==> src/rtl/led_scan_pwm.sv <==
// HUB75 64x64 (1/32 scan) consumer: requests pixels from a painter, applies gamma and
// PWM against the subframe, and drives column data, row address, latch and output enable.
module led_scan_pwm #(
  parameter int FRAME_BITS = 6,
  parameter int DELAY      = 1
) (
  input  logic                  clk,
  input  logic                  resetn,
  output logic [FRAME_BITS-1:0] frame,
  output logic [7:0]            subframe,
  output logic [5:0]            x,
  output logic [5:0]            y,
  input  logic [23:0]           rgb24,
  output logic [2:0]            rgb0,
  output logic [2:0]            rgb1,
  output logic [4:0]            addr,
  output logic                  sclk,
  output logic                  latch,
  output logic                  oe_n
);

  // state   | meaning
  // SHIFT   | 128 pixel requests, column data shifted out behind them
  // DRAIN   | 2 clk: last response and final sclk rise
  // BLANK   | panel dark, row address updated
  // LATCH   | 1 clk latch strobe
  // UNBLANK | re-enable display, advance row/subframe/frame
  // HOLD    | DELAY extra display cycles
  typedef enum logic [2:0] {S_SHIFT, S_DRAIN, S_BLANK, S_LATCH, S_UNBLANK, S_HOLD} state_t;

  localparam int TW = (DELAY > 2) ? $clog2(DELAY) : 1;

  state_t                state_q, state_d;
  logic [6:0]            k_q, k_d;
  logic [TW-1:0]         tmr_q, tmr_d;
  logic [4:0]            row_q, row_d;
  logic [7:0]            sub_q, sub_d;
  logic [FRAME_BITS-1:0] frame_q, frame_d;

  logic       rsp_vld_q, rsp_low_q;
  logic [2:0] upper_q, rgb0_q, rgb1_q;
  logic       sclk_pend_q, sclk_q, latch_q, oe_n_q;
  logic [4:0] addr_q;
  logic [2:0] pwm_bits;

  function automatic logic pwm_on(input logic [7:0] c, input logic [7:0] s);
    logic [15:0] c16;
    logic [15:0] g;
    c16 = {8'd0, c};
    g   = c16 * c16 + 16'd255;
    return g[15:8] > s;
  endfunction

  assign pwm_bits = {pwm_on(rgb24[23:16], sub_q), pwm_on(rgb24[15:8], sub_q),
                     pwm_on(rgb24[7:0], sub_q)};

  always_comb begin
    state_d = state_q;
    k_d     = '0;
    tmr_d   = tmr_q;
    row_d   = row_q;
    sub_d   = sub_q;
    frame_d = frame_q;
    case (state_q)
      S_SHIFT: begin
        k_d = k_q + 7'd1;
        if (k_q == 7'd127) begin
          state_d = S_DRAIN;
          tmr_d   = TW'(1);
        end
      end
      S_DRAIN: begin
        if (tmr_q == '0) state_d = S_BLANK;
        else             tmr_d   = tmr_q - TW'(1);
      end
      S_BLANK: state_d = S_LATCH;
      S_LATCH: state_d = S_UNBLANK;
      S_UNBLANK: begin
        row_d = row_q + 5'd1;
        if (row_q == 5'd31) begin
          if (sub_q == 8'd254) begin
            sub_d   = '0;
            frame_d = frame_q + FRAME_BITS'(1);
          end else begin
            sub_d = sub_q + 8'd1;
          end
        end
        if (DELAY == 0) begin
          state_d = S_SHIFT;
        end else begin
          state_d = S_HOLD;
          tmr_d   = TW'((DELAY > 0) ? DELAY - 1 : 0);
        end
      end
      S_HOLD: begin
        if (tmr_q == '0) state_d = S_SHIFT;
        else             tmr_d   = tmr_q - TW'(1);
      end
      default: state_d = S_SHIFT;
    endcase
  end

  always_ff @(posedge clk or negedge resetn) begin
    if (!resetn) begin
      state_q <= S_SHIFT;
      k_q     <= '0;
      tmr_q   <= '0;
      row_q   <= '0;
      sub_q   <= '0;
      frame_q <= '0;
    end else begin
      state_q <= state_d;
      k_q     <= k_d;
      tmr_q   <= tmr_d;
      row_q   <= row_d;
      sub_q   <= sub_d;
      frame_q <= frame_d;
    end
  end

  // Responses arrive one clk after the request; the upper pixel waits for its lower partner.
  always_ff @(posedge clk or negedge resetn) begin
    if (!resetn) begin
      rsp_vld_q   <= 1'b0;
      rsp_low_q   <= 1'b0;
      upper_q     <= '0;
      rgb0_q      <= '0;
      rgb1_q      <= '0;
      sclk_pend_q <= 1'b0;
      sclk_q      <= 1'b0;
      latch_q     <= 1'b0;
      oe_n_q      <= 1'b1;
      addr_q      <= '0;
    end else begin
      rsp_vld_q   <= (state_q == S_SHIFT);
      rsp_low_q   <= k_q[0];
      sclk_pend_q <= 1'b0;
      sclk_q      <= sclk_pend_q;
      if (rsp_vld_q) begin
        if (!rsp_low_q) begin
          upper_q <= pwm_bits;
        end else begin
          rgb0_q      <= upper_q;
          rgb1_q      <= pwm_bits;
          sclk_pend_q <= 1'b1;
        end
      end
      latch_q <= (state_q == S_BLANK);
      if (state_q == S_BLANK) addr_q <= row_q;
      if (state_q == S_DRAIN && state_d == S_BLANK) oe_n_q <= 1'b1;
      else if (state_q == S_UNBLANK)                oe_n_q <= 1'b0;
    end
  end

  assign x        = (state_q == S_SHIFT) ? k_q[6:1] : 6'd0;
  assign y        = (state_q == S_SHIFT) ? {k_q[0], row_q} : 6'd0;
  assign frame    = frame_q;
  assign subframe = sub_q;
  assign rgb0     = rgb0_q;
  assign rgb1     = rgb1_q;
  assign addr     = addr_q;
  assign sclk     = sclk_q;
  assign latch    = latch_q;
  assign oe_n     = oe_n_q;

endmodule

==> config.mk <==
export PLATFORM = sky130hd
export DESIGN_NAME = led_scan_pwm
export DESIGN_NICKNAME = d
export VERILOG_FILES = /design/src/rtl/led_scan_pwm.sv
export SDC_FILE = /design/constraint.sdc
export NUM_CORES = 1
export LEC_CHECK = 0
export ABC_AREA = 1
export CORE_MARGIN = 4
export CORE_UTILIZATION = 40
export DETAILED_ROUTE_END_ITERATION = 6
export GPL_TIMING_DRIVEN = 1
export MAX_ROUTING_LAYER = met4
export PLACE_DENSITY = 0.58
export SETUP_SLACK_MARGIN = 0.05
export SYNTH_ARGS = -nofsm -noshare
export SYNTH_HDL_FRONTEND = slang
export SYNTH_SLANG_ARGS = --single-unit
export TNS_END_PERCENT = 1
==> constraint.sdc <==
create_clock -name clk -period 2.1 [get_ports clk]
set_input_delay 0.21 -clock clk [delete_from_list [all_inputs] [get_ports clk]]
set_output_delay 0.21 -clock clk [all_outputs]
set_load 0.02 [all_outputs]
# Word level (Yosys, flattened, before mapping)

Cells that the tools add are included.

Flip-flop bits (word level): 50
Input port bits: 26
Output and inout bits: 40
Logic and storage cells: 66

$add $sub $neg: 8
Multiply operators: 3
Order comparisons: 3
Equality and inequality tests: 10
Muxes and demuxes: 15
Bitwise gates (word level): 1
Reductions and logical operators: 10

Operators by type and width:

| kind                                                                  | number |
|---|---|
| 16-bit by 8-bit adder with 16-bit output, second input constant       | 3 |
| 8-bit by 8-bit multiplier with 16-bit output                          | 3 |
| 8-bit > comparator                                                    | 3 |
| 3-bit one-hot mux with 6 select lines                                 | 1 |
| 6-bit 2-to-1 mux                                                      | 2 |
| 3-bit by 2-bit equality test with 1-bit output, second input constant | 3 |
| 3-bit 2-to-1 mux                                                      | 3 |
| 8-bit by 1-bit adder with 8-bit output, second input constant         | 1 |
| 8-bit equality test, second input constant                            | 1 |
| 8-bit 2-to-1 mux                                                      | 1 |
| 2-bit AND reduction                                                   | 4 |
| 7-bit by 1-bit adder with 7-bit output, second input constant         | 1 |
| 7-bit equality test, second input constant                            | 1 |
| 7-bit 2-to-1 mux                                                      | 1 |
| 6-bit by 1-bit adder with 6-bit output, second input constant         | 1 |
| 3-bit equality test, second input constant                            | 2 |
| 1-bit 2-to-1 mux                                                      | 6 |
| 5-bit by 1-bit adder with 5-bit output, second input constant         | 1 |
| 5-bit equality test, second input constant                            | 1 |
| 3-bit by 1-bit equality test with 1-bit output, second input constant | 1 |
| 3-bit zero test                                                       | 1 |
| 1-bit one-hot mux with 3 select lines                                 | 1 |
| 3-bit AND reduction                                                   | 1 |
| 3-bit nonzero test                                                    | 1 |
| other kinds (6)                                                       | 6 |

# Depth between registers and ports, before layout

Word-level depth: 6
Mapped depth: 29
Gate-level depth less buffers: 28

# Least setup slack after synthesis

Ideal clock, no wire load.

Kind: input to register
From: input rgb24[7]
To: register rgb1_q[0], in the netlist rgb1[0]
Library setup time: 0.118 ns
Arrival: 4.330 ns
Required time: 1.982 ns
Setup slack: -2.348 ns
Stages on the path: 23
Path buffers: 1
Path through: clkbuf_1 nand2_1 fa_1 inv_1 fa_1 fa_1 inv_1 fa_1 inv_1 ha_1 nand2_1 nor2_1 and2_1 nand2_1 nand3_1 nand2_1 nand2_1 ha_1 a21o_1 nor2_1 nand2_1 nand3_1 nand2_1

Longest elaborated chain between the ends: 3

RTL lines:

| element                                      | RTL line | source |
|---|---|---|
| start, declared                              | 13       | `input logic [23:0] rgb24,` |
| 8-bit by 8-bit multiplier with 16-bit output | 50       | `g = c16 * c16 + 16'd255;` |
| 16-bit by 8-bit adder with 16-bit output     | 50       |  |
| 8-bit > comparator                           | 51       | `return g[15:8] > s;` |
| end signal, assigned                         | 144      | `rgb1_q <= pwm_bits;` |
| end, declared                                | 41       | `logic [2:0] upper_q, rgb0_q, rgb1_q;` |

No other way between the ends.
A chain may end at the register's enable or synchronous reset.

# Worst setup path after layout

From: input rgb24[8]
To: register rgb1_q[1], in the netlist rgb1[1]

Same word-level chain as after synthesis.

==> impl_metrics.yaml <==
yosys:
  synth.distinct_cells: 34
  synth_area_leaders: "fa_1, nand2_1, ha_1"
  seq_area_frac_synth_pct: 14.3
  synth-seq-cells: 50
  syn_inst: 1276
  yosysWarningCount: 0
  synth.avg_cell_area_um2: 6.87
  synth-edff-count: 0
  synth.cell_area_um2: 8760
  yosys_most_used_dff: "dfrtp_1"
  synth_top_area_share_pct: 19.9
  post-synth-top-area-cell: "fa_1"
  async_flop_share_pct: 100
  syn_nets: 1500
timing:
  hold_viol: 0
  tightest_slew_ns: 0.441
  slew_violations: 0
  timing.fmax_mhz: 240
  period_share_pct: 198
  finalCriticalPeriod_ns: 4.16
  fin_skew_ns: 0.00636
  rsz0062_at_grt: "true"
  relSlewSlack_pct: 70.6
  finalSetupViolCount: 6
  worst_slack_ns: -2.06
clock_network:
  cts_buffers: 5
  clock_path_buffers: 2
  insertion_delay_ns: 0.29
  cts_tree: "done"
  clk_pin_slew_ns: 0.07
  cts-root-buf: "clkbuf_16"
  cts_sinks: 50
  h-tree-depth: 2
flow_run:
  maxCapViolations: 0
layout:
  antenna_cells: 0
  syn2layout_area_growth_pct: 29.4
  mostFrequentLayoutCells: "inv_1, nand2_1, buf_4"
  final_common_cell: "inv_1"
  num-fill-cells: 2073
  fin_nets: 1652
  drive_gt1_share_pct: 22.3
  final_cells: 1704
detailed_routing:
  drt_iter0_markers: 332
  drt-total-wl_mm: 18.6
  postRouteAntennaNets: 0
  viasPerCell: 4.49
  vias: 7648
  wire_per_inst_um: 10.9
  drcViolationCount: 0
  dr.pass1.iters: 5
power:
  ir_worst_vdd_mv: 0.535
  powerDensity_nw_per_um2: 1150
  total_power_uw: 13000
  p_leak_uw: 0.00663
worst_hold_path:
  min_to: "sclk"
  min_from: "sclk_pend_q"
  holdCritPathClass: "reg2reg"
  hold_depth: 0
worst_setup_path:
  critPathMaxFanout: 5
  crit_type: "in2reg"
  r2r_cells: 9
  critPathLaunchType: "input port"
  rrSetupSlack_ns: 0.39
  crit_slowest_cell: "fa_1"
  end_kind: "register"
  r2r-end: "frame[0]"
  rr_startpoint: "row_q[0]"
  slowest_delay_ns: 0.55
  cp_data_arrival_time_ns: 4.33
  crit_required_ns: 2.27
  cp_common_cell: "inv_2"
floorplan:
  ios: 66
  num_rows: 53
  die_y_um: 156
  start_util_pct: 41.2
  die_area_um2: 24300
  die_x_um: 156
  core_area_um2: 21300
placement:
  dp_cells: 1689
  dp.final_hpwl_mm: 15.6
  routabilityCongestion: 0.864
  numPortBuffers: 65
global_routing:
  antenna_found_initial: 0
  overflow: 0
  grt_pass1_vias: 7798
  groute.usage.overall_pct: 16.8
  grt_max_degree: 21
  grt_first_pass_wirelength_mm: 34.3
outcome:
  violations: "setup timing"
  status: "complete, but fails checks"
[flip-flops by register name, summed over array words and instances, names as in the netlist, 3 cells and up]
name	cells
subframe	8
k_q	7
frame	6
addr	5
row_q	5
rgb0	3
rgb1	3
state_q	3
upper_q	3
[final cells by class]
cell class / count / area [um^2] / share of cell area, %
timing repair buffer: 171 / 1410 / 12.5
tap: 275 / 344 / 3.03
sequential: 50 / 1250 / 11.0
inverter: 360 / 1350 / 11.9
clock buffer: 5 / 125 / 1.10
multi-input combinational: 840 / 6810 / 60.0
clock inverter: 3 / 43.8 / 0.386
[per-stage QoR]
step           instance area, um^2  utilization [%]  hold slack [ns]  setup TNS, ns  worst slack, ns
4_1_cts                      11100             52.2            0.360         -12.15            -2.05
2_1_floorplan                 9270                -          -0.0856         -11.93            -1.99
3_5_place_dp                 10700             50.2            0.182         -17.19            -2.94
3_3_place_gp                 10700             50.2            0.179         -17.05            -2.92
5_1_grt                      11300             53.3            0.364         -13.55            -2.32
6_report                     11300             53.3            0.359         -12.05            -2.06
[worst max path at each step]
stage,cells past startpoint,from,endpoint
2_1_floorplan,26,rgb24[22],rgb1[2]
3_3_place_gp,24,rgb24[8],upper_q[1]
3_5_place_dp,22,rgb24[8],upper_q[1]
4_1_cts,24,rgb24[10],upper_q[1]
5_1_grt,26,rgb24[9],upper_q[1]
6_report,26,rgb24[8],rgb1[1]
[report_power, final]
group	total, uW	internal, uW	switching [uW]
Sequential	1110	1050	59.2
Combinational	11000	4950	6030
Clock	920	564	356
[what timing repair did]
item | in CTS | in global routing
gates resized for setup | 194 | 74
hold endpoints to repair | 17 | 0
setup endpoints to repair | 18 | 6
hold buffers | 1 | 0
setup buffers | 8 | 1
pin swaps | 72 | 44
[synthesized netlist by cell type, drive strengths merged (3+ instances only)]
cell type,n
dfrtp,49
nand4,26
fa,87
xor2,21
nand3b,3
nor2,76
nand2,383
o21bai,6
xnor2,11
clkbuf,20
and2,4
buf,6
nor3,3
a31o,3
a21oi,34
ha,111
o21ai,25
inv,360
a21o,3
nand3,41
[critical path: cells and delay by family]
kind | cells | cell delay, ns
adder cells (fa/ha/maj) | 6 | 2.65
buffers and inverters | 6 | 0.33
AND/OR/NAND/NOR | 14 | 1.12
[metal layers]
metal | up-vias | GRT usage (%) | wire (um)
met4 | 0 | 1.75 | 109
met3 | 11 | 1.64 | 466
li1 | 4065 | - | -
met1 | 3491 | 22.9 | 9140
met2 | 81 | 28.3 | 8900
met5 | - | - | 0
[cells by family (layout without fill, tap and decap cells)]
| family | Yosys count | after routing | synth area share (%) |
|---|---|---|---|
| AND/OR/NAND/NOR | 537 | 537 | 25.4 |
| buffers and inverters | 386 | 539 | 16.7 |
| adder cells (fa/ha/maj) | 198 | 198 | 35.7 |
| AO/OA/AOI/OAI | 73 | 73 | 4.64 |
| flip-flops | 50 | 50 | 14.3 |
| XOR/XNOR | 32 | 32 | 3.20 |
No activity file was read; power rests on OpenSTA's default activity.
